===== src/rtl/isa_shared_pkg.sv =====
// Shared ISA definitions: immediate-op encodings, multicycle sequencer states
// and the program-counter step used by the controller.
package isa_shared_pkg;

  // Immediate formats reported by the decoder; IMM_NOP means no immediate.
  localparam logic [2:0] IMM_NOP = 3'd0;
  localparam logic [2:0] IMM_I   = 3'd1;
  localparam logic [2:0] IMM_S   = 3'd2;
  localparam logic [2:0] IMM_B   = 3'd3;
  localparam logic [2:0] IMM_U   = 3'd4;
  localparam logic [2:0] IMM_J   = 3'd5;

  // Sequencer phases of the multicycle controller.
  typedef enum logic [2:0] {
    MC_FETCH,
    MC_DECODE,
    MC_EXEC,
    MC_MEM,
    MC_WB,
    MC_TRAP
  } mc_state_t;

  // Byte distance between consecutive instructions.
  localparam int PC_STEP = 4;

endpackage


===== src/rtl/multicycle_control.sv =====
// Multi-cycle FETCH/DECODE/EXEC/MEM/WB sequencer. Owns pc, the instruction
// register and the operand/result latches, and runs the imem/dmem request
// handshakes so wait-stated memories are tolerated.
// Optional: define MULTICYCLE_CONTROL_PERF_EN to add perf_cycles/perf_retired.
module multicycle_control
  import isa_shared_pkg::*;
#(
  parameter int                    DATA_WIDTH = 32,
  parameter logic [DATA_WIDTH-1:0] RESET_PC   = '0,
  localparam int                   RW         = $clog2(DATA_WIDTH)
) (
  input  logic                  clk,
  input  logic                  rst_n,
  output logic                  imem_req,
  output logic [DATA_WIDTH-1:0] imem_addr,
  input  logic                  imem_ready,
  input  logic [DATA_WIDTH-1:0] imem_rdata,
  output logic [DATA_WIDTH-1:0] instr,
  input  logic [2:0]            dec_alu_op,
  input  logic [2:0]            dec_imm_op,
  input  logic                  dec_mem_read,
  input  logic                  dec_mem_write,
  input  logic                  dec_reg_write,
  input  logic [RW-1:0]         dec_rd,
  input  logic [DATA_WIDTH-1:0] rs1_data,
  input  logic [DATA_WIDTH-1:0] rs2_data,
  input  logic [DATA_WIDTH-1:0] imm_data,
  output logic [DATA_WIDTH-1:0] alu_a,
  output logic [DATA_WIDTH-1:0] alu_b,
  input  logic [DATA_WIDTH-1:0] alu_result,
  output logic                  dmem_req,
  output logic                  dmem_we,
  output logic [DATA_WIDTH-1:0] dmem_addr,
  output logic [DATA_WIDTH-1:0] dmem_wdata,
  input  logic                  dmem_ready,
  input  logic [DATA_WIDTH-1:0] dmem_rdata,
  output logic                  rf_we,
  output logic [RW-1:0]         rf_rd,
  output logic [DATA_WIDTH-1:0] rf_wdata,
`ifdef MULTICYCLE_CONTROL_PERF_EN
  output logic [DATA_WIDTH-1:0] perf_cycles,
  output logic [DATA_WIDTH-1:0] perf_retired,
`endif
  output logic                  trap
);

  mc_state_t             state;
  mc_state_t             next_state;
  logic [DATA_WIDTH-1:0] pc;
  logic [DATA_WIDTH-1:0] ir;
  logic [DATA_WIDTH-1:0] a_q;
  logic [DATA_WIDTH-1:0] b_q;
  logic [DATA_WIDTH-1:0] sd_q;
  logic [DATA_WIDTH-1:0] alu_q;
  logic [DATA_WIDTH-1:0] mdr;
  logic                  adv_pc;

  // The ALU takes its op straight from the decoder; EXEC is always one cycle.
  logic unused_alu_op;
  assign unused_alu_op = ^dec_alu_op;

  // Next-state decode plus all outputs; outputs depend only on registered
  // state, and requests are forced low while reset is held so memories see
  // an in-flight handshake abort immediately.
  always_comb begin
    next_state = state;
    adv_pc     = 1'b0;
    imem_req   = 1'b0;
    dmem_req   = 1'b0;
    dmem_we    = 1'b0;
    rf_we      = 1'b0;
    imem_addr  = pc;
    instr      = ir;
    alu_a      = a_q;
    alu_b      = b_q;
    dmem_addr  = alu_q;
    dmem_wdata = sd_q;
    rf_rd      = dec_rd;
    rf_wdata   = dec_mem_read ? mdr : alu_q;
    trap       = (state == MC_TRAP);
    case (state)
      MC_FETCH: begin
        imem_req = rst_n;
        if (imem_ready) next_state = MC_DECODE;
      end
      MC_DECODE: begin
        next_state = (dec_mem_read && dec_mem_write) ? MC_TRAP : MC_EXEC;
      end
      MC_EXEC: begin
        if (dec_mem_read || dec_mem_write) begin
          next_state = MC_MEM;
        end else if (dec_reg_write) begin
          next_state = MC_WB;
        end else begin
          next_state = MC_FETCH;
          adv_pc     = 1'b1;
        end
      end
      MC_MEM: begin
        dmem_req = rst_n;
        dmem_we  = rst_n && dec_mem_write;
        if (dmem_ready) begin
          if (dec_mem_read) begin
            next_state = MC_WB;
          end else begin
            next_state = MC_FETCH;
            adv_pc     = 1'b1;
          end
        end
      end
      MC_WB: begin
        rf_we      = (dec_rd != '0);
        next_state = MC_FETCH;
        adv_pc     = 1'b1;
      end
      MC_TRAP: begin
        next_state = MC_TRAP;
      end
      default: begin
        next_state = MC_FETCH;
      end
    endcase
  end

  // State, pc and the per-phase latches; each latch loads only in its phase.
  always_ff @(posedge clk or negedge rst_n) begin
    if (!rst_n) begin
      state <= MC_FETCH;
      pc    <= RESET_PC;
      ir    <= '0;
      a_q   <= '0;
      b_q   <= '0;
      sd_q  <= '0;
      alu_q <= '0;
      mdr   <= '0;
    end else begin
      state <= next_state;
      if (adv_pc) pc <= pc + DATA_WIDTH'(PC_STEP);
      case (state)
        MC_FETCH: begin
          if (imem_ready) ir <= imem_rdata;
        end
        MC_DECODE: begin
          if (!(dec_mem_read && dec_mem_write)) begin
            a_q  <= rs1_data;
            b_q  <= (dec_imm_op != IMM_NOP) ? imm_data : rs2_data;
            sd_q <= rs2_data;
          end
        end
        MC_EXEC: begin
          alu_q <= alu_result;
        end
        MC_MEM: begin
          if (dmem_ready && dec_mem_read) mdr <= dmem_rdata;
        end
        default: begin
        end
      endcase
    end
  end

`ifdef MULTICYCLE_CONTROL_PERF_EN
  // Cycle and retirement counters; every pc advance is exactly one retirement.
  always_ff @(posedge clk or negedge rst_n) begin
    if (!rst_n) begin
      perf_cycles  <= '0;
      perf_retired <= '0;
    end else begin
      if (state != MC_TRAP) perf_cycles <= perf_cycles + 1'b1;
      if (adv_pc) perf_retired <= perf_retired + 1'b1;
    end
  end
`endif

endmodule


===== config.mk =====
export PLATFORM = sky130hd
export DESIGN_NAME = multicycle_control
export DESIGN_NICKNAME = d
export VERILOG_FILES = /design/src/rtl/isa_shared_pkg.sv /design/src/rtl/multicycle_control.sv
export SDC_FILE = /design/constraint.sdc
export NUM_CORES = 1
export LEC_CHECK = 0
export CAP_MARGIN = 20
export CORE_AREA = 2 2 173 175
export CTS_BUF_LIST = sky130_fd_sc_hd__clkbuf_16
export CTS_CLUSTER_SIZE = 16
export DETAILED_ROUTE_END_ITERATION = 8
export DIE_AREA = 0 0 175 177
export GPL_TIMING_DRIVEN = 0
export PLACE_DENSITY = 0.75
export SYNTH_ARGS = -nofsm -noshare
export SYNTH_HDL_FRONTEND = slang
export SYNTH_SLANG_ARGS = --single-unit

===== constraint.sdc =====
create_clock -name clk -period 2 [get_ports clk]
set_clock_uncertainty 0.05 [all_clocks]
set_input_delay 0.3 -clock clk [delete_from_list [all_inputs] [get_ports clk]]
set_output_delay 0.3 -clock clk [all_outputs]
set_load 0.05 [all_outputs]

==> results of run 1 <==
stage by stage:
step	setup slack [ns]	utilization [%]
6_report	0.0371	52.0
5_1_grt	-0.0456	52.0
4_1_cts	-0.00577	51.6
3_5_place_dp	-1.31	49.5
3_3_place_gp	-10.17	49.4
2_1_floorplan	-0.119	-
synth_stat cells (6+ instances only):
| cell | n |
|---|---|
| buf_2 | 22 |
| nor2_1 | 50 |
| nand4_1 | 10 |
| nor3_1 | 10 |
| xor2_1 | 14 |
| and3_1 | 6 |
| xnor2_1 | 15 |
| mux2_2 | 190 |
| buf_4 | 16 |
| a21oi_1 | 34 |
| nand2_1 | 13 |
| nand3_1 | 10 |
| mux2i_1 | 32 |
| dfrtp_1 | 225 |
| inv_1 | 6 |
state kept, by name (all words and copies together), names as in the netlist:
name        count
mdr            32
dmem_wdata     32
dmem_addr      32
state           3
instr          32
alu_b          32
imem_addr      30
alu_a          32
what timing repair did:
item | 4_1_cts | 5_1_grt
pin swaps | 4 | 7
setup buffers | 11 | 5
gates resized for setup | 423 | 31
hold endpoints to repair | 112 | 112
endpoints found under the setup margin | 368 | 123
cloned | 1 | 1
where the power goes:
part | internal, mW | total (mW) | switching (mW)
clock | 2.52 | 4.37 | 1.86
sequential | 6.64 | 7.74 | 1.10
combinational | 5.20 | 15.9 | 10.7
kinds of logic after synthesis:
family	share of synthesized area [%]
fa+ha+maj	0.131
compound gates	2.89
mux	26.1
other cells	0.0392
buf+inv	3.00
flops	58.9
xor+xnor	2.66
simple gates	6.32
final timing paths:
kind,endpoint,slack (ns),cells past startpoint
max in group asynchronous,instr[3]$_DFFE_PN0P_,1.19,2
hold / removal,alu_b[5]$_DFFE_PN0P_,-0.32,1
min in group clk,instr[8]$_DFFE_PN0P_,0.33,2
hold reg to reg,imem_addr[31]$_DFFE_PN0P_,0.42,1
setup / recovery,rf_we,0.04,5
setup reg to reg,imem_addr[14]$_DFFE_PN0P_,0.05,9
per-layer routing:
metal	wire (µm)	vias to the layer above	GRT usage, %	part of all wire (%)
li1	-	3431	-	-
met1	11500	3661	21.8	39
met2	14800	291	32.6	50
met3	2570	44	6.08	8.7
met4	633	0	5.45	2.1
met5	0	-	0	0
cell type report:
type,count,area [µm²]
inverters,6,25.0
clock inverters,20,141
repair buffers,457,4180
clock buffers,25,626
fillers,2624,14000
plain buffers,45,368
multi-input cells,422,3740
diodes,1,2.50
flip-flops and latches,225,5640
well taps,390,488
==> flow_summary.ini, run 1 <==
[die]
die_w_um = 175
dieArea_um2 = 31000
ios = 444
num_rows = 63
core_um2 = 29200
initial_core_util_pct = 32.7
die_y_um = 177

[power_and_ir_drop]
p_leak_nw = 6.83
p_per_area_nw_per_um2 = 1840
total_power_mw = 28.0
vdd_drop_max_v = 0.00111

[global_routing]
antenna_found_initial = 1
grt_pass1_vias = 8140
gr-usage-all-layers_pct = 18.6
grt_pass1_wl_um = 45500
grt_max_degree = 115
grt-ovfl-total = 0

[yosys]
ys_seq_area_share_pct = 58.9
syn_inst = 697
syn-cell-area_um2 = 9560
ys_seq_elements = 225
async_flop_share_pct = 100
yosys_most_used_dff = dfrtp_1
yosysUniqueCellTypes = 43
post-synth-top-area-cell = dfrtp_1
synth-edff-count = 0
postSynthAreaPerCell_um2 = 13.7
synthTopCellsByArea = dfrtp_1, mux2_2, mux2i_1
synth_top_area_share_pct = 58.9
ys.warnings.count = 0

[place]
place_area_um2 = 14500
portBuffers = 438
dp_hpwl_um = 21500
dp_cells = 1527
gp_congestion = 0.806

[route]
wl_um = 29500
wl_per_cell_um = 18.5
drt_iter0_drc = 282
vias = 7427
vias_per_cell = 4.67
drtAntennaViolNets = 0
post-route-drc-count = 0
firstDrtPassIters = 4

[outcome]
failed_checks = hold timing
outcome = finished, violations left

[clock_network]
clockBufferDepth = 3
htree_levels = 1
worstSkewPairLatency_ns = 0.52
cts_inserted_buffers = 25
cts.clk_slew.worst_paths_ns = 0.06
cts_tree = built
clockRootBuffer = clkbuf_16
cts_sinks = 225

[setup_path]
critPathSlowestCell = dfrtp_2
slowest_delay_ns = 0.42
cp_top_family = flip-flops
timing_worst_setup_path_type = flop to output port
endpoint_kind = output port
crit_required_ns = 1.65
reg2reg_from = state[2]$_DFFE_PN0P_
cp-start-kind = flop
arrival_ns = 1.61
path_cells = buf_6, buf_6, nor2_4, o21a_1, buf_6
crit_start = state[0]$_DFFE_PN0P_
path_buf_inv = 3
path_max_fanout = 3
path_common_cell = buf_6

[finish]
area_growth_pct = 59.0
fin_area_um2 = 15200
layout_common_cells = dfrtp_1, clkdlybuf4s50_1, dlygate4sd2_1, mux2_2, nor2_1
drive_above_1_share_pct = 28.9
fin_nets = 1393
final_cells = 1591
final_common_cell = dfrtp_1

[timing]
setup_tns_ns = 0
tightest_slew_ns = 0.727
period_minus_slack_ns = 1.96
slew_headroom_pct = 51.2
period_share_pct = 98.1
slew_violations = 0
hold_ws_ns = -0.317
max_freq_ghz = 0.509
setup_viol = 0
hold_viol_final = 112
rsz0062_at_grt = yes

[flow_run]
cap_violations = 0

[min_path]
hp-class = input pin to asynchronous set/reset pin
(Power assumes the default switching activity.)
==> run 2: changes to the inputs <==
- ABC_AREA: not set -> 0
==> results of run 2 <==
No change in the layout: final DEF, timing and power equal those of run 1.
